$ cat config.mk
export PLATFORM = sky130hd
export DESIGN_NAME = cpu_clk_ctrl
export DESIGN_NICKNAME = d
export VERILOG_FILES = /design/src/rtl/cpu_clk_ctrl.sv
export SDC_FILE = /design/constraint.sdc
export NUM_CORES = 1
export LEC_CHECK = 0
export ABC_CLOCK_PERIOD_IN_PS = 4600
export CORE_ASPECT_RATIO = 1.2
export CORE_UTILIZATION = 52
export CTS_CLUSTER_SIZE = 16
export DETAILED_ROUTE_END_ITERATION = 8
export PLACE_DENSITY_LB_ADDON = 0.1
export SLEW_MARGIN = 20
export SYNTH_ARGS = -nofsm -noshare
export SYNTH_HDL_FRONTEND = slang
export SYNTH_SLANG_ARGS = --single-unit
$ cat constraint.sdc
create_clock -name clk -period 4.6 [get_ports clk]
set_input_delay 0.92 -clock clk [delete_from_list [all_inputs] [get_ports clk]]
set_output_delay 0.92 -clock clk [all_outputs]
set_load 0.02 [all_outputs]
$ cat src/rtl/cpu_clk_ctrl.sv
`default_nettype none
// ============================================================================
// Module  : cpu_clk_ctrl
// Brief   : CPU clock-enable controller with run / single-step / halt gating,
//           tap-selectable tick source and debounced step button.
// Revision: 1.0 - initial release
// ============================================================================
module cpu_clk_ctrl #(
    parameter int DB_CYCLES = 50000,
    parameter int DB_W      = 16
) (
    input  logic        clk,
    input  logic        rst,
    input  logic [31:0] clkdiv,
    input  logic [4:0]  sel_tap,
    input  logic        run_mode,
    input  logic        step_btn,
    input  logic        halt,
    input  logic        resume,
    output logic        cpu_ce,
    output logic [1:0]  state,
    output logic [15:0] ce_cnt
);

    localparam logic [DB_W-1:0] c_DB_LAST = DB_W'(DB_CYCLES - 1);

    typedef enum logic [1:0] {
        S_IDLE = 2'b00,
        S_RUN  = 2'b01,
        S_STEP = 2'b10,
        S_HALT = 2'b11
    } state_t;

    state_t            r_state;
    state_t            w_state_next;
    logic              w_ce_next;
    logic              r_cpu_ce;
    logic [15:0]       r_ce_cnt;

    logic              r_tap_prev;
    logic [4:0]        r_sel_q;
    logic              w_tick;

    logic              r_sync1;
    logic              r_btn_s;
    logic              r_btn_stable;
    logic              r_btn_stable_q;
    logic [DB_W-1:0]   r_db_cnt;
    logic              w_step_req;

    // A tap change invalidates r_tap_prev, so the edge detect is suppressed for that cycle.
    assign w_tick     = clkdiv[sel_tap] & ~r_tap_prev & (sel_tap == r_sel_q);
    assign w_step_req = r_btn_stable & ~r_btn_stable_q;

    always_ff @(posedge clk) begin
        if (rst) begin
            r_tap_prev <= 1'b0;
            r_sel_q    <= '0;
        end else begin
            r_tap_prev <= clkdiv[sel_tap];
            r_sel_q    <= sel_tap;
        end
    end

    always_ff @(posedge clk) begin
        if (rst) begin
            r_sync1        <= 1'b0;
            r_btn_s        <= 1'b0;
            r_btn_stable   <= 1'b0;
            r_btn_stable_q <= 1'b0;
            r_db_cnt       <= '0;
        end else begin
            r_sync1        <= step_btn;
            r_btn_s        <= r_sync1;
            r_btn_stable_q <= r_btn_stable;
            if (r_btn_s == r_btn_stable) begin
                r_db_cnt <= '0;
            end else if (r_db_cnt == c_DB_LAST) begin
                r_btn_stable <= r_btn_s;
                r_db_cnt     <= '0;
            end else begin
                r_db_cnt <= r_db_cnt + DB_W'(1);
            end
        end
    end

    always_ff @(posedge clk) begin
        if (rst) begin
            r_state  <= S_IDLE;
            r_cpu_ce <= 1'b0;
            r_ce_cnt <= '0;
        end else begin
            r_state  <= w_state_next;
            r_cpu_ce <= w_ce_next;
            r_ce_cnt <= r_ce_cnt + 16'(r_cpu_ce);
        end
    end

    // Halt overrides every state; step requests outside IDLE are dropped.
    always_comb begin
        w_state_next = r_state;
        w_ce_next    = 1'b0;
        if (halt) begin
            w_state_next = S_HALT;
        end else begin
            case (r_state)
                S_IDLE: begin
                    if (run_mode)        w_state_next = S_RUN;
                    else if (w_step_req) w_state_next = S_STEP;
                end
                S_RUN: begin
                    if (!run_mode) w_state_next = S_IDLE;
                    else           w_ce_next    = w_tick;
                end
                S_STEP: begin
                    if (w_tick) begin
                        w_ce_next    = 1'b1;
                        w_state_next = S_IDLE;
                    end
                end
                S_HALT: begin
                    if (resume) w_state_next = S_IDLE;
                end
                default: w_state_next = S_IDLE;
            endcase
        end
    end

    assign cpu_ce = r_cpu_ce;
    assign state  = r_state;
    assign ce_cnt = r_ce_cnt;

endmodule
`default_nettype wire

==> metrics.md <==
| Metric | Value |
|---|---|
| Result of the run | `finished, final reports clean` |
| Grt ovf | `0` |
| Fmax achieved | `320.9 MHz` |
| Shortest period the worst path allows | `3.117 ns` |
| Number of nets with antenna violations after routing | `0` |
| Vias per std cell | `~5.2` |
| Endpoint kind of the worst setup timing path | `register` |
| Number of cells on the worst reg-to-reg path | `7` |
| Number of enable flip-flop cells after synthesis | `0` |
| Worst setup slack for register-to-register paths | `about 2.4 ns` |
| Remaining design rule violation count | `0` |
| Starting utilization of the core area | `a little over half` |
| Area of placed instances | `~2900 um^2` |
| IR drop worst, VDD | `262.7 uV` |
| Synth Instances | `roughly 260` |
| Actual transition at the worst max-transition pin | `approximately 0.97 ns` |
| Antenna diode count | `0` |
| Maximum number of pins on one net before global-route repair | `19` |
| Global placer's final weighted congestion | `0.7857` |
| Hold wc startpoint | `r_sync1` |
| Number of max-cap violations | `0` |
| Yosys top cell by area | `dfxtp_1` |
| Relative slew slack | `35.38%` |
| Global-route wire length before repair | `8.135 mm` |
| Setup Buffers After CTS | `0` |
| Die Footprint | `about 4700 um^2` |
| Die Y-Extent | `~75 um` |
| Share of cells above drive strength 1 | `around 4.4%` |
| Syn-to-layout area delta | `32.18%` |
| Number of buffers added to fix hold violations after cts | `0` |
| Maximum count of clock buffers along a single path | `2` |
| Number of fillers in the final layout | `between 300 and 400` |
| Share of async-settable or async-resettable flops after synthesis | `0%` |
| Logic depth of the worst path, buffers included | `6` |
| Delay of the slowest cell on the worst path | `about 1.1 ns` |
| Final Net Count | `roughly 370` |
| Fin Clk Skew | `between 0.005 and 0.006 ns` |
| Power density relative to cell area | `about 270 nW/um^2` |
| All-Layer GR Usage | `between 20% and 30%` |
| Sequential share of the synthesized area | `38.81%` |
| Startpoint of the worst-slack reg-to-reg timing path | `state[0]` |
| Biggest area contributors in the synthesized netlist | `dfxtp_1 (39%), mux2i_1 (7.8%), xnor2_1 (6.8%)` |
| Sum of buffers and inverters on the critical path | `1` |
| Path type of the worst min-delay path | `reg2reg` |
| Final-layout worst hold slack | `around 0.45 ns` |
| Total of flip-flops plus latches after synthesis | `45` |
| Post-place setup slack | `approximately 1.2 ns` |
| Library cell with the highest instance count after synthesis | `dfxtp_1` |
| Count of clock tree sinks | `45` |
| Synthesized net count | `307` |
| Final worst setup slack | `around 1.5 ns` |
| Element type at the critical path start | `input pin` |
| I/O Pins | `between 60 and 70` |
| Count of standard-cell rows | `26` |
| Syn Area/Cell | `approximately 9 um^2` |
| CP Max Fanout | `18` |
| Instance count along the most critical hold path | `1` |
| Arrival time reported for the critical path endpoint | `~3.3 ns` |
| Initial antenna violation count | `0` |
| Largest delay contributor family on the critical path | `buffers and inverters` |
| Number of gates given a new drive strength after cts | `0` |
| Clk Latency, worst-skew pair | `around 0.29 ns` |
| Clock tree from TritonCTS | `built` |
| Routed wire length | `~4.9 mm` |
| TritonRoute pass-1 iters | `4` |
| CTS clk-pin slew, worst paths | `0.08 ns` |
| Total instance count after detailed placement | `around 370` |
| Number of max-slew violations in the final report | `0` |
| Clock tree root driver cell | `clkbuf_8` |
| Top cell type's share of synthesized area | `slightly below 40%` |
| End of the worst register-to-register path | `state[1]` |
| Final number of setup-violating endpoints | `0` |
| Setup total negative slack | `0 ns` |
| HPWL after detailed placement | `about 3.6 mm` |
| Most used DFF post-synth | `dfxtp_1` |
| Top cells by instance count after synthesis | `dfxtp_1 (45), nor2_1 (33), mux2i_1 (18), xnor2_1 (18)` |
| CP Data Required Time | `4.79 ns` |
| Unrepaired setup endpoints after global routing | `false` |
| Vias | `between 1.5k and 2k` |
| Fin cells | `around 380` |
| Category of the critical setup timing path | `in2reg` |
| H-tree levels | `2` |
| Detailed-route wire length per cell | `~13 um` |
| Core footprint | `4262 um^2` |
| Endpoint with the worst hold slack | `r_btn_s` |
| Hold Violations, Final | `0` |
| Number of DRC markers after the initial detailed-route iteration | `49` |
| Leakage | `around 1.1 nW` |
| Vias in the first global route | `between 1.5k and 2k` |
| Number of warnings issued by yosys | `0` |
| Number of distinct standard cells referenced by the synthesized netlist | `40` |
| Post-route cell area | `3068 um^2` |
| Die boundary width | `roughly 63 um` |
| Inserted Clock Buffers | `5` |
| I/O Buffers | `between 60 and 70` |
| Final worst-path cycle share | `a little under 70%` |
| Mapped Area | `roughly 2300 um^2` |
| Worst-path cell chain | `clkdlybuf4s50_1 -> xnor2_1 -> nand4_1 -> or3_1 -> a41oi_2 -> mux2_2` |
| Worst path slowest cell | `clkdlybuf4s50_1` |
[routing by layer]
metal  track usage, %  part of all wire [%]  up-vias
met5                0                     0        -
met3            5.152                   5.7        4
met2            40.50                    48       51
met1            25.21                    45      889
li1                 -                     -     1014
met4            6.202                   1.1        0
[worst max-delay path by stage]
stage                     to  startpoint  slack, ns
global route        state[1]  sel_tap[1]       1.34
global placement    state[1]  sel_tap[1]       1.19
detailed placement  state[1]  sel_tap[1]       1.17
floorplan           state[1]  sel_tap[1]       2.24
CTS                 state[1]  sel_tap[1]       1.47
finish              state[1]  sel_tap[1]       1.48
[through the flow]
| stage | util, % | power (mW) |
|---|---|---|
| detailed placement | 69.17 | 0.5422 |
| CTS | 71.99 | 0.8494 |
| global route | 71.99 | 0.8819 |
| floorplan | - | 0.4837 |
| global placement | 69.17 | 0.5399 |
| finish | 71.99 | 0.8419 |
[cell families after synthesis]
group	count (synthesis)	share of synthesized area (%)
XOR/XNOR	30	11.32
buffers and inverters	16	4.097
AND/OR/NAND/NOR	119	27.17
flip-flops	45	38.81
adder cells (fa/ha/maj)	7	3.773
AO/OA/AOI/OAI	21	6.577
multiplexers	19	8.248
[layout by cell type, fill, tap and decap left out, types with 2 or more instances in the layout]
cell             netlist  layout
and4_1                 2       2
nand2b_1               4       4
xnor2_1               18      18
nor2_1                33      33
inv_1                  9       9
ha_1                   7       7
nand3_1               16      16
or3_1                  7       7
dfxtp_1               45      45
a22oi_1                4       4
nand2_1               16      16
or4_1                  2       2
clkbuf_8               0       6
xor2_1                12      12
nor2b_1               14      14
nor4_1                 3       3
nand4_1                4       4
o21ai_0                4       4
mux2i_1               18      18
clkdlybuf4s50_1        0      61
and3_1                 6       6
nor3_1                 4       4
and2_1                 2       2
a21oi_1                7       7
[report_power, final]
part / internal (mW) / leakage, nW / switching [mW]
sequential: 0.397 / 0.365 / 0.00719
clock: 0.177 / 0.0574 / 0.132
combinational: 0.0733 / 0.695 / 0.0557
[flip-flops by register name, summed over array words and instances (netlist names)]
register and flops:
r_btn_stable 1, r_btn_s 1, r_sync1 1, r_btn_stable_q 1, state 2, r_db_cnt 16, r_sel_q 5, cpu_ce 1
r_tap_prev 1, ce_cnt 16
[layout make-up]
class / instances / area, um^2 / share of cell area (%)
Timing Repair Buffer: 62 / 618.1 / 20.15
Inverter: 9 / 33.78 / 1.101
Clock inverter: 2 / 37.54 / 1.223
Clock buffer: 6 / 82.58 / 2.692
Tap cell: 56 / 70.07 / 2.284
Sequential cell: 45 / 900.9 / 29.36
Multi-Input combinational cell: 196 / 1325 / 43.19
[worst register-to-register path, stage by stage (launching register included)]
cell,delay (ns)
dfxtp_1,0.42
inv_1,0.11
ha_1,0.21
nor2b_1,0.16
a221oi_2,0.38
nor4b_1,0.42
nor4_1,0.10
mux2_2,0.27
Power figures use the tool's default switching activity.
